File: src/rtl/booth_pkg.sv
// Shared definitions for the sequential Booth multiplier controller:
// register-control mode codes, FSM state encoding and counter width.
package booth_pkg;

    typedef enum logic [1:0] {
        MODE_LOAD  = 2'b00,
        MODE_RESET = 2'b01,
        MODE_SHIFT = 2'b10,
        MODE_HOLD  = 2'b11
    } mode_t;

    typedef enum logic [2:0] {
        ST_IDLE  = 3'd0,
        ST_LOAD  = 3'd1,
        ST_EXAM  = 3'd2,
        ST_SHIFT = 3'd3,
        ST_DONE  = 3'd4
    } state_t;

    localparam int CNT_W = 4;

endpackage

File: src/rtl/booth_iter_cnt.sv
// Booth iteration counter: cleared on LOAD, stepped once per SHIFT,
// flags the final iteration and never advances past N-1.
module booth_iter_cnt
    import booth_pkg::*;
#(
    parameter int N = 4
) (
    input  logic             clock,
    input  logic             reset,
    input  logic             clear,
    input  logic             inc,
    output logic [CNT_W-1:0] count,
    output logic             last
);

    assign last = (count == CNT_W'(N - 1));

    // Saturating at N-1 means the only path back to zero is an explicit clear.
    always_ff @(posedge clock) begin
        if (reset || clear) begin
            count <= '0;
        end else if (inc && !last) begin
            count <= count + CNT_W'(1);
        end
    end

endmodule

File: src/rtl/booth_seq_ctrl.sv
// Control FSM for a sequential radix-2 Booth multiplier: sequences
// load, N examine/shift iterations and a one-cycle done pulse.
module booth_seq_ctrl
    import booth_pkg::*;
#(
    parameter int N = 4
) (
    input  logic       clock,
    input  logic       reset,
    input  logic       start,
    input  logic       q0,
    input  logic       qm1,
    output logic [1:0] q_mode,
    output logic [1:0] a_mode,
    output logic       alu_sub,
    output logic       busy,
    output logic       done,
    output state_t     state
);

    // Handshake: start is a level request taken only when the FSM is in
    // IDLE; done pulses for exactly one cycle when the product is valid,
    // and busy covers LOAD through the last SHIFT. Requests seen while
    // busy or in DONE are dropped, never queued.

    state_t           state_q, state_d;
    mode_t            q_mode_s, a_mode_s;
    logic             cnt_clear, cnt_inc, cnt_last;
    logic [CNT_W-1:0] cnt;

    booth_iter_cnt #(.N(N)) u_iter_cnt (
        .clock (clock),
        .reset (reset),
        .clear (cnt_clear),
        .inc   (cnt_inc),
        .count (cnt),
        .last  (cnt_last)
    );

    always_ff @(posedge clock) begin
        if (reset) begin
            state_q <= ST_IDLE;
        end else begin
            state_q <= state_d;
        end
    end

    always_comb begin
        state_d   = ST_IDLE;
        q_mode_s  = MODE_HOLD;
        a_mode_s  = MODE_HOLD;
        alu_sub   = 1'b0;
        busy      = 1'b0;
        done      = 1'b0;
        cnt_clear = 1'b0;
        cnt_inc   = 1'b0;
        case (state_q)
            ST_IDLE: begin
                state_d = start ? ST_LOAD : ST_IDLE;
            end
            ST_LOAD: begin
                q_mode_s  = MODE_LOAD;
                a_mode_s  = MODE_RESET;
                busy      = 1'b1;
                cnt_clear = 1'b1;
                state_d   = ST_EXAM;
            end
            ST_EXAM: begin
                busy    = 1'b1;
                state_d = ST_SHIFT;
                // 01 adds the multiplicand, 10 subtracts it; 00/11 leave A alone.
                if (q0 != qm1) begin
                    a_mode_s = MODE_LOAD;
                    alu_sub  = q0;
                end
            end
            ST_SHIFT: begin
                q_mode_s = MODE_SHIFT;
                a_mode_s = MODE_SHIFT;
                busy     = 1'b1;
                cnt_inc  = 1'b1;
                state_d  = cnt_last ? ST_DONE : ST_EXAM;
            end
            ST_DONE: begin
                done    = 1'b1;
                state_d = ST_IDLE;
            end
            default: begin
                state_d = ST_IDLE;
            end
        endcase
    end

    assign q_mode = q_mode_s;
    assign a_mode = a_mode_s;
    assign state  = state_q;

endmodule

File: config.mk
export PLATFORM = sky130hd
export DESIGN_NAME = booth_seq_ctrl
export DESIGN_NICKNAME = d
export VERILOG_FILES = /design/src/rtl/booth_pkg.sv /design/src/rtl/booth_iter_cnt.sv /design/src/rtl/booth_seq_ctrl.sv
export SDC_FILE = /design/constraint.sdc
export NUM_CORES = 1
export LEC_CHECK = 0
export ABC_AREA = 1
export BUFFER_PORTS_ARGS = -buffer_cell sky130_fd_sc_hd__buf_2
export CAP_MARGIN = 25
export CORE_AREA = 5 5 42 44
export DETAILED_ROUTE_END_ITERATION = 10
export DIE_AREA = 0 0 47 49
export HOLD_SLACK_MARGIN = 0.1
export PLACE_DENSITY_LB_ADDON = 0.05
export REMOVE_ABC_BUFFERS = 1
export SYNTH_ARGS = -nofsm -noshare
export SYNTH_HDL_FRONTEND = slang
export SYNTH_SLANG_ARGS = --single-unit
export TNS_END_PERCENT = 20
File: constraint.sdc
create_clock -name clock -period 2.8 [get_ports clock]
set_input_delay 0 -clock clock [delete_from_list [all_inputs] [get_ports clock]]
set_output_delay 0 -clock clock [all_outputs]
set_load 0.005 [all_outputs]
# Yosys cells after proc, flatten, opt, wreduce, memory -nomap -nowiden
# Index checks and enable logic that the tools add are counted.
word_totals:
  mem_count: 0
  word_cells: 26
  inputBits: 5
  out_inout_bits: 10
  mem_bits_rw: 0
  regBits: 7
  latchBits: 0
  rom_bits: 0
op_classes:
  n_shift: 0
  n_reduce_logical: 5
  n_mux: 12
  bitwise: 0
  n_addsub: 1
  n_eq_ne: 6
  mul: 0
  n_div: 0
  n_lt_le_gt_ge: 0
op_table:
  columns: ["op", "count"]
  rows:
  - ["$pmux 3 s4", 1]
  - ["$mux 1", 7]
  - ["$eq 3x2->1 const B", 2]
  - ["$pmux 2 s3", 1]
  - ["$add 4x1->4 const B", 1]
  - ["$eq 4x2->1 const B", 1]
  - ["$pmux 2 s2", 1]
  - ["$eq 3x1->1 const B", 1]
  - ["$eq 3x3->1 const B", 1]
  - ["$logic_not 3->1", 1]
  - ["$mux 3", 1]
  - ["$reduce_or 3->1", 1]
  - ["$mux 2", 1]
  - ["$logic_and 1x1->1", 1]
  - ["$logic_not 1->1", 1]
  - ["$logic_or 1x1->1", 1]
  - ["$ne 1x1->1", 1]

# Depth between registers and ports, before layout
# Gate-level depths: netlist of run 1.
logic_depth:
  word_depth: 3
  depth_mapped: 6
  depth_no_buf: 6

# Hierarchy
# Synthesis of run 1 repeated with hierarchy kept, for this count alone.
hier_totals:
  cells_unflattened: 64
  area_unflattened_um2: 415.4
by_module_without_submodules:
  columns: ["module", "instances", "area_each_um2", "cells_each", "seq_area_each_um2"]
  rows:
  - ["booth_iter_cnt", 1, 215.2, 31, 80.1]
  - ["booth_seq_ctrl", 1, 200.2, 33, 60.1]

# Least setup slack after synthesis of run 1
# No wires, ideal clock.
synth_timing:
  path_type: "register -> register"
  startpoint: "register u_iter_cnt.count[0]"
  endpoint: "register u_iter_cnt.count[1]"
  setup_time_ns: 0.117
  t_arrival_ns: 0.919
  t_required_ns: 2.683
  path_stages_with_launch: 7
  synth_period_minus_slack_ns: 1.037
  path_slack_ns: 1.763
  n_path_buf: 0
  path_cell_list: "dfxtp_1 -> ha_1 -> nand3_4 -> nand2_4 -> clkinv_2 -> nand2_1 -> a21oi_1"
synth_via:
  elab_chain_len: 3
  word_cells_on_any_way: 4
  classes_between: "1 x add/sub; 1 x eq/ne; 2 x reduce/logical"
synth_lines:
  columns: ["item", "line", "text"]
  rows:
  - ["from (decl)", "booth_iter_cnt.sv:12", "output logic [CNT_W-1:0] count,"]
  - ["from (signal assigned)", "booth_iter_cnt.sv:23", "count <= count + CNT_W'(1);"]
  - ["parallel branches: the longest is 3 deep, another holds $add 4x1->4", null, null]
# Parallel ways; which one is timed is not known.
# A chain may end at the register's enable or synchronous reset.

# Worst setup path after layout of run 1
layout_timing:
  startpoint: "register state_q[1] (netlist: state[1])"
  endpoint: "output port a_mode[1]"
layout_via:
  elab_chain_len: 2
  word_cells_on_any_way: 4
  classes_between: "3 x eq/ne; 1 x mux"
layout_lines:
  columns: ["item", "line", "text"]
  rows:
  - ["from (decl)", "booth_seq_ctrl.sv:26", "state_t state_q, state_d;"]
  - ["from (signal assigned)", "booth_seq_ctrl.sv:44", "state_q <= state_d;"]
  - ["$eq 3x2->1 or $eq 3x1->1 (tied branches)", "booth_seq_ctrl.sv:57", "case (state_q)"]
  - ["$pmux 2 s3 (*)", "booth_seq_ctrl.sv:57", null]
  - ["to (decl)", "booth_seq_ctrl.sv:14", "output logic [1:0] a_mode,"]
# Mark *: on every way between the ends. The rest lies on a longest branch, timed or not.

==> impl_metrics.tcl, run 1 <==
set metrics [dict create \
    worstReg2RegStart "u_iter_cnt.count[0]$_SDFFE_PP0P_" \
    drc 0 \
    path_clk_slew_ns 0.05 \
    numCtsBuffers 3 \
    syn_area_um2 419.2 \
    hold_class "input port to output pin" \
    antenna_found_initial 0 \
    fmax_mhz 786.4 \
    hold_viol_final 0 \
    critical_path.max_fanout 5 \
    multiInputGateArea_um2 225.2 \
    grt_first_pass_wirelength_um 1435 \
    tightest_slew_ns 0.2189 \
    p_leak_nw 0.2635 \
    ios 15 \
    first_pass_iters 4 \
    crit_path_start_kind "register" \
    outcome "completed" \
    start_util_pct 29.91 \
    skew_ns 0.006145 \
    finalNetCount 89 \
    crit_start "state[1]$_SDFF_PP0_" \
    finalWirelength_um 903 \
    required_ns 2.80 \
    register_area_um2 140.1 \
    cts_tree "yes" \
    core_region_area_mm2 0.001401 \
    cts_htree_levels 1 \
    die_area_mm2 0.002303 \
    row_count 14 \
    critPathKind "register to output pin" \
    final_util_pct 39.64 \
    yosys.area.top_type "dfxtp_1" \
    synth.top_cells.by_area "dfxtp_1 (33%), nand2_1 (14%), inv_1 (11%)" \
    grt_setup_unrepaired "false" \
    worstPathArrival_ns 1.27 \
    yosysSeqAreaShare_pct 33.43 \
    drtIter0Drc 6 \
    diodes 0 \
    ctsRootBufferMaster "clkbuf_4" \
    syn_inst 61 \
    min_period_over_period_pct 45.41 \
    grt_usage_pct 8.686 \
    clkSinkCount 7 \
    combPwrFrac_pct 18.3 \
    p_per_area_mw_per_mm2 435.8 \
    hold_depth 5 \
    viasPerCell 4.361 \
    ant_nets 0 \
    final.setup.tns_ns 0 \
    grt_max_degree 8 \
    place_congestion 0.6469 \
    cts_resized 0 \
    first_global_vias 381 \
    dp_hpwl_um 702.6 \
    nFillCells 158 \
    setup_violations 0 \
    max_slew_margin_pct 85.39 \
    vdd_drop_max_uv 168.4 \
    dr_total_vias 423 \
    ys.flop_type "dfxtp_1" \
    rr_worst_depth 6 \
    seqPwrFrac_pct 44.7 \
    dieHeight_um 49 \
    worstSetupEndpointType "output pin" \
    report.final.slew_viol_count 0 \
    synth.most_common_cell "nand2_1" \
    p_int_mw 0.1780 \
    overflow 0 \
    final.min_clock_period_ns 1.272 \
    die_width_um 47 \
    yosys_warnings 0 \
    ys_ff_latch 7 \
    clock_latency_ns 0.25 \
    async_flop_share_pct 0 \
    drive_gt1_share_pct 28.40 \
    synth_edf_count 0 \
    area_delta_synth_final_pct 32.54 \
    synthTopCellsByCount "nand2_1 (16), inv_1 (12), dfxtp_1 (7)" \
    drv_cap 0 \
    wl_per_cell_um 9.309 \
    synth.top_cell.area_share_pct 33.43 \
    p_switching_mw 0.06409 \
    pwr-share-clk_pct 37.0 \
    io_buffers 14 \
    avgSynthCellArea_um2 6.871 \
    clk_path_buf_depth 2 \
    p_sw_share_pct 26.47 \
    hp-start "q0" \
    synth.distinct_cells 19 \
]
==> layout make-up <==
cell class | instances | area share (%)
inverters | 14 | 9.685
repair buffers | 16 | 16.22
clock buffers | 4 | 4.730
well taps | 16 | 3.604
multi-input cells | 40 | 40.54
flip-flops and latches | 7 | 25.23
==> state kept, by name, indices dropped and copies added, names as in the netlist <==
register,cells
u_iter_cnt.count,4
state,3
==> power by group through the flow <==
| stage | sequential (mW) | combinational (mW) | clock [mW] |
|---|---|---|---|
| floorplan | 0.110 | 0.0237 | 0 |
| global placement | 0.110 | 0.0436 | 0 |
| detailed placement | 0.110 | 0.0431 | 0 |
| CTS | 0.108 | 0.0455 | 0.0920 |
| global route | 0.108 | 0.0516 | 0.0994 |
| finish | 0.108 | 0.0444 | 0.0895 |
==> worst max-delay path, stage by stage, from the launching register on <==
cell	delay [ns]
dfxtp_1	0.41
inv_1	0.08
nor2_1	0.12
nand2_1	0.10
nand2_1	0.10
o211ai_1	0.08
buf_2	0.13
==> layout by cell type, fill, tap and decap left out, types with 2 or more instances in the layout <==
| cell type | n |
|---|---|
| nand2_1 | 16 |
| buf_2 | 14 |
| inv_1 | 12 |
| dfxtp_1 | 7 |
| a21oi_1 | 5 |
| nand3_1 | 3 |
| nor2_1 | 3 |
| clkbuf_4 | 3 |
| nor3_1 | 2 |
| ha_1 | 2 |
| dlygate4sd3_1 | 2 |
==> through the flow <==
| stage | setup WS [ns] | total power [mW] | instances | hold WS, ns | instance area [um^2] |
|---|---|---|---|---|---|
| after floorplan | 1.763 | 0.1333 | 61 | 0.06907 | 419.2 |
| after global placement | 1.686 | 0.1540 | 91 | 0.2341 | 509.2 |
| after detailed placement | 1.670 | 0.1533 | 91 | 0.2150 | 509.2 |
| after CTS | 1.519 | 0.2456 | 97 | 0.4383 | 555.5 |
| after global routing | 1.412 | 0.2594 | 97 | 0.4676 | 555.5 |
| final | 1.528 | 0.2421 | 97 | 0.4309 | 555.5 |
==> per-layer routing <==
metal / part of all wire, % / global-route usage [%] / vias to the layer above
met2: 45 / 12.90 / 9
li1: - / - / 233
met5: 0 / 0 / -
met4: 1.0 / 5.530 / 0
met3: 6.6 / 4.428 / 2
met1: 47 / 9.313 / 179
==> kinds of logic (layout without fill, tap and decap cells) <==
kind of cell | Yosys count | after routing | synth area share, %
and+or+nand+nor | 31 | 31 | 38.81
buffers and inverters | 14 | 34 | 12.83
AOI/OAI and AO/OA | 7 | 7 | 8.954
DFF | 7 | 7 | 33.43
adders and majority gates | 2 | 2 | 5.969
==> final timing paths <==
path | slack [ns] | end
setup reg to reg | 1.65 | u_iter_cnt.count[3]$_SDFFE_PP0P_
hold / removal | 0.43 | alu_sub
setup / recovery | 1.53 | a_mode[1]
hold reg to reg | 0.50 | u_iter_cnt.count[3]$_SDFFE_PP0P_
==> repair_timing <==
item	4_1_cts	5_1_grt
setup buffers	0	0
hold endpoints to repair	3	0
hold buffers	2	0
(Power assumes the default switching activity.)
==> inputs of run 2 (changes only) <==
==> constraint.sdc (replaced) <==
create_clock -name clock -period 1.14 [get_ports clock]
set_input_delay 0 -clock clock [delete_from_list [all_inputs] [get_ports clock]]
set_output_delay 0 -clock clock [all_outputs]
set_load 0.005 [all_outputs]
==> run 2 against run 1 <==
  * First-iteration DRC count is 67% lower
  * Clock power is 140% higher
  * Combinational power grew to 3.1 times the previous value
  * Total power grew to 2.5 times the previous value
  * Critical path depth is 1 lower
  * Via count is 3.1% higher
  * Largest cell class unchanged
  * Final area is 13% higher
  * Global-route usage is 0.20 points higher
  * Clock skew is 0.0042 ns lower
  * Hold slack worse by 0.0028 ns
  * Core utilization is 5.0 points higher
==> impl_metrics.tcl, run 2 (synthesis gave the netlist of run 1 again) <==
set metrics [dict create \
    outcome "completed" \
    clock_latency_ns 0.25 \
    regToRegSetupSlack_ns 0.11 \
    area_delta_synth_final_pct 49.25 \
    combPwrFrac_pct 22.1 \
    grt_max_degree 7 \
    min_period_over_period_pct 96.43 \
    rr_endpoint "u_iter_cnt.count[1]$_SDFFE_PP0P_" \
    dr_total_vias 436 \
    clkSinkCount 7 \
    drc 0 \
    p_int_mw 0.4519 \
    final_util_pct 44.64 \
    hp-start "q0" \
    ctsRootBufferMaster "clkbuf_4" \
    die_area_mm2 0.002303 \
    seqPwrFrac_pct 42.4 \
    setup_violations 0 \
    crit_path_start_kind "register" \
    p_sw_share_pct 26.76 \
    place_congestion 0.6992 \
    first_global_vias 358 \
    regMostFlops "u_iter_cnt.count" \
    p_switching_mw 0.1652 \
    path_clk_slew_ns 0.05 \
    worst_slack_ns 0.04071 \
    grt_setup_unrepaired "true" \
    finalWirelength_um 919 \
    clk_path_buf_depth 2 \
    io_buffers 14 \
    skew_ns 0.001954 \
    drtIter0Drc 2 \
    antenna_found_initial 0 \
    viasPerCell 4.317 \
    first_pass_iters 3 \
    max_slew_margin_pct 85.54 \
    cts_htree_levels 1 \
    overflow 0 \
    drive_gt1_share_pct 44.71 \
    vdd_drop_max_uv 505.4 \
    hold_viol_final 0 \
    final_cell_mix "nand2_1 (14), buf_2 (14), inv_1 (10), a21oi_1 (5), buf_4 (4)" \
    dp_hpwl_um 711.4 \
    row_count 14 \
    tightest_slew_ns 0.2149 \
    worstPathArrival_ns 1.10 \
    worstReg2RegStart "u_iter_cnt.count[0]$_SDFFE_PP0P_" \
    drv_cap 0 \
    grt_first_pass_wirelength_um 1469 \
    start_util_pct 29.91 \
    cts_tree "yes" \
    numCtsBuffers 3 \
    rr_worst_depth 6 \
    required_ns 1.14 \
    ios 15 \
    final.min_clock_period_ns 1.099 \
    die_width_um 47 \
    fmax_mhz 909.7 \
    largest_reg_flops 4 \
    critPathKind "register to output pin" \
    core_region_area_mm2 0.001401 \
    dieHeight_um 49 \
    pre_cts_ws_ns 0.03646 \
    pwr-share-clk_pct 35.5 \
    diodes 0 \
    worstSetupEndpointType "output pin" \
    hold_end "alu_sub" \
    p_leak_nw 0.2849 \
    hold_class "input port to output pin" \
    hold_depth 5 \
    report.final.slew_viol_count 0 \
    p_per_area_mw_per_mm2 986.4 \
    ant_nets 0 \
    critical_path.max_fanout 5 \
    finalNetCount 93 \
    wl_per_cell_um 9.099 \
    grt_usage_pct 8.886 \
]
[run 2: how the worst max path moves through the flow]
stage,end,start
3_3_place_gp,u_iter_cnt.count[3]$_SDFFE_PP0P_,u_iter_cnt.count[1]$_SDFFE_PP0P_
4_1_cts,a_mode[1],state[1]$_SDFF_PP0_
2_1_floorplan,u_iter_cnt.count[1]$_SDFFE_PP0P_,u_iter_cnt.count[0]$_SDFFE_PP0P_
5_1_grt,a_mode[1],state[1]$_SDFF_PP0_
3_5_place_dp,u_iter_cnt.count[1]$_SDFFE_PP0P_,u_iter_cnt.count[1]$_SDFFE_PP0P_
6_report,a_mode[1],state[2]$_SDFF_PP0_
[run 2: stage by stage]
stage          area, um^2  hold WS, ns  power, mW  setup TNS (ns)  std cells
6_report            625.6       0.4280     0.6171               0        101
5_1_grt             625.6       0.4706     0.6596        -0.05966        101
4_1_cts             601.8       0.4352     0.6268        -0.01911        101
3_5_place_dp        524.3       0.2212     0.3815               0         93
3_3_place_gp        524.3       0.2366     0.3843               0         93
2_1_floorplan       419.2      0.06907     0.3275               0         61
[run 2: power groups by stage]
stage               combinational (mW)  sequential, mW  clock, mW
finish                           0.136           0.262      0.219
global route                     0.157           0.263      0.239
global placement                 0.115           0.270          0
CTS                              0.137           0.264      0.226
floorplan                       0.0582           0.269          0
detailed placement               0.113           0.268          0
[run 2: layer usage]
| layer | vias up | share of wire, % | track usage [%] |
|---|---|---|---|
| met5 | - | 0 | 0 |
| li1 | 241 | - | - |
| met2 | 9 | 44 | 11.09 |
| met1 | 182 | 47 | 11.70 |
| met3 | 4 | 6.2 | 3.321 |
| met4 | 0 | 3.0 | 6.912 |
[run 2: timing repair]
action                     CTS  global route
pin swaps                    4             4
hold buffers                 2             0
resized for setup            8             7
setup endpoints to repair    4             7
buffers inserted             2             0
hold endpoints to repair     3             0
cloned                       0             0
[run 2: final cells by class]
cell class	instances	area [um^2]
clock buffers	4	26.28
flip-flops and latches	7	150.1
well taps	16	20.02
fillers	148	775.7
inverters	14	53.80
repair buffers	20	120.1
multi-input cells	40	255.2
[run 2: critical path: stages, from the launching register on]
cell and delay (ns):
dfxtp_4 0.37, inv_1 0.08, nand3_2 0.11, nand2_2 0.09, o211ai_1 0.07, buf_2 0.13
==> inputs of run 3 (changes only) <==
--- a/config.mk
+++ b/config.mk
@@ -5,7 +5,6 @@
 export SDC_FILE = /design/constraint.sdc
 export NUM_CORES = 1
 export LEC_CHECK = 0
-export ABC_AREA = 1
 export BUFFER_PORTS_ARGS = -buffer_cell sky130_fd_sc_hd__buf_2
 export CAP_MARGIN = 25
 export CORE_AREA = 5 5 42 44
==> run 3 against run 2 <==
  * The run now ends with negative setup slack left
  * Via count increased by 8.7%
  * Synthesized area increased by 5.1%
  * Register-to-register slack got worse by 0.14 ns
  * Hold slack improved by 0.039 ns
  * Combinational power increased by 75%
  * Final area increased by 18%
  * Worst setup slack got worse by 0.081 ns
  * Critical path type unchanged
  * Critical endpoint is now alu_sub
==> impl_metrics.tcl, run 3 <==
set metrics [dict create \
    hold_class "input port to output pin" \
    numCtsBuffers 3 \
    met2_usage_pct 19.23 \
    pre_cts_ws_ns -0.1796 \
    diodes 0 \
    fmax_mhz 847.5 \
    first_global_vias 461 \
    grt_first_pass_wirelength_um 1925 \
    worstSetupEndpointType "output pin" \
    hp-start "q0" \
    synth.top_cell.area_share_pct 31.82 \
    min_period_over_period_pct 103.5 \
    yosys.area.top_type "dfxtp_1" \
    overflow 0 \
    io_buffers 14 \
    syn_area_um2 440.4 \
    first_pass_iters 2 \
    cts_tree "yes" \
    area_delta_synth_final_pct 67.61 \
    max_slew_margin_pct 83.02 \
    syn_inst 50 \
    busiest_layer "met2" \
    ios 15 \
    final.setup.tns_ns -0.1114 \
    synth_edf_count 0 \
    yosys_warnings 0 \
    avgSynthCellArea_um2 8.808 \
    synthTopCellsByCount "dfxtp_1 (7), a21oi_1 (5), nor2_1 (5)" \
    critPathKind "register to output pin" \
    start_util_pct 31.43 \
    crit_start "state[0]$_SDFF_PP0_" \
    hold_viol_final 0 \
    synth.most_common_cell "dfxtp_1" \
    die_area_mm2 0.002303 \
    nFillCells 150 \
    yosysSeqAreaShare_pct 31.82 \
    final_cell_mix "buf_2 (12), buf_4 (12), buf_6 (5), dfxtp_2 (5)" \
    final.min_clock_period_ns 1.180 \
    finalWirelength_um 1233 \
    async_flop_share_pct 0 \
    clock_latency_ns 0.26 \
    crit_path_start_kind "register" \
    ctsRootBufferMaster "clkbuf_4" \
    path_clk_slew_ns 0.05 \
    worstPathArrival_ns 1.18 \
    ys_ff_latch 7 \
    tightest_slew_ns 0.2512 \
    p_leak_nw 0.3531 \
    clk_path_buf_depth 2 \
    outcome "finished, violations left" \
    regMostFlops "u_iter_cnt.count" \
    drv_cap 0 \
    synth.top_cells.by_area "dfxtp_1 (32%), a21oi_1 (5.7%), ha_1 (5.7%)" \
    synth.distinct_cells 26 \
    dp_hpwl_um 824.9 \
    violations "negative setup slack" \
    final_util_pct 52.68 \
    grt_usage_pct 11.42 \
    viasPerCell 4.837 \
    worstReg2RegStart "u_iter_cnt.count[0]$_SDFFE_PP0P_" \
    ant_nets 0 \
    worst_slack_ns -0.04000 \
    power_mw 0.7462 \
    report.final.slew_viol_count 0 \
    clkSinkCount 7 \
    core_region_area_mm2 0.001401 \
    die_width_um 47 \
    grt_max_degree 8 \
    required_ns 1.14 \
    row_count 14 \
    critical_path.max_fanout 5 \
    largest_reg_flops 4 \
    grt_setup_unrepaired "true" \
    antenna_found_initial 0 \
    setup_violations 4 \
    drc 0 \
    dr_total_vias 474 \
    wl_per_cell_um 12.58 \
    cts_htree_levels 1 \
    finalNetCount 90 \
    dieHeight_um 49 \
    ys.flop_type "dfxtp_1" \
    place_congestion 0.8070 \
    grt_util_met1_pct 12.36 \
    skew_ns 0.003895 \
    p_per_area_mw_per_mm2 1011 \
    drtIter0Drc 3 \
    vdd_drop_max_uv 596.9 \
    drive_gt1_share_pct 62.20 \
    use_met3_pct 3.321 \
]
-- run 3: changes by cell type after synthesis, sizes merged, moves of 3 or more --
cell,previous run,this run
nand2b,0,3
inv,13,2
o21ai,1,4
nand2,18,0
buf,0,3
-- run 3: report_power, final --
group	switching [mW]	internal [mW]
Combinational	0.0969	0.141
Sequential	0.0115	0.258
Clock	0.104	0.134
Total	0.213	0.534
-- run 3: cells by family (layout without fill, tap and decap cells) --
logic type               count (synthesis)  in the layout  synth area share, %
AND/OR/NAND/NOR                         25             25                40.35
AO/OA/AOI/OAI                            9              9                10.23
flip-flops                               7              7                31.82
buffers and inverters                    5             37                7.670
adder cells (fa/ha/maj)                  2              2                5.681
XOR/XNOR                                 1              1                1.989
multiplexers                             1              1                2.273
-- run 3: repair_timing --
action                     in CTS  in global routing
setup endpoints to repair       9                 11
pin swaps                       5                  4
buffers inserted                5                  1
hold buffers                    2                  0
hold endpoints to repair        3                  0
cloned                          0                  0
gates resized for setup        16                  6
-- run 3: area by class of cell --
class                           instances  area (um^2)  share of cell area [%]
Clock buffer                            4        26.28                   3.559
Inverter                                2        7.507                   1.017
Multi-Input combinational cell         38        311.5                   42.20
Sequential cell                         7        146.4                   19.83
Tap cell                               16        20.02                   2.712
Timing Repair Buffer                   31        226.5                   30.68
-- run 3: worst max-delay path, stage by stage (launching register included) --
cell,delay [ns]
dfxtp_2,0.33
buf_6,0.12
buf_6,0.11
and4bb_2,0.26
buf_2,0.11
-- run 3: routing by layer --
layer / vias to the layer above / part of all wire [%]
li1: 242 / -
met1: 216 / 39
met2: 14 / 51
met3: 2 / 8.0
met4: 0 / 1.7
met5: - / 0
-- run 3: worst paths after layout --
| kind | cells after the start | slack [ns] | to |
|---|---|---|---|
| worst min-delay path | 5 | 0.47 | a_mode[0] |
| worst max-delay path | 4 | -0.04 | alu_sub |
| worst min register to register | 2 | 0.54 | state[1]$_SDFF_PP0_ |
| worst max register to register | 4 | -0.03 | state[1]$_SDFF_PP0_ |
-- run 3: through the flow --
stage	cell area, um^2	hold WS, ns	instances
2_1_floorplan	414.1	0.07679	47
3_3_place_gp	571.8	0.2295	86
3_5_place_dp	571.8	0.2273	86
4_1_cts	709.4	0.4753	97
5_1_grt	738.2	0.5174	98
6_report	738.2	0.4668	98
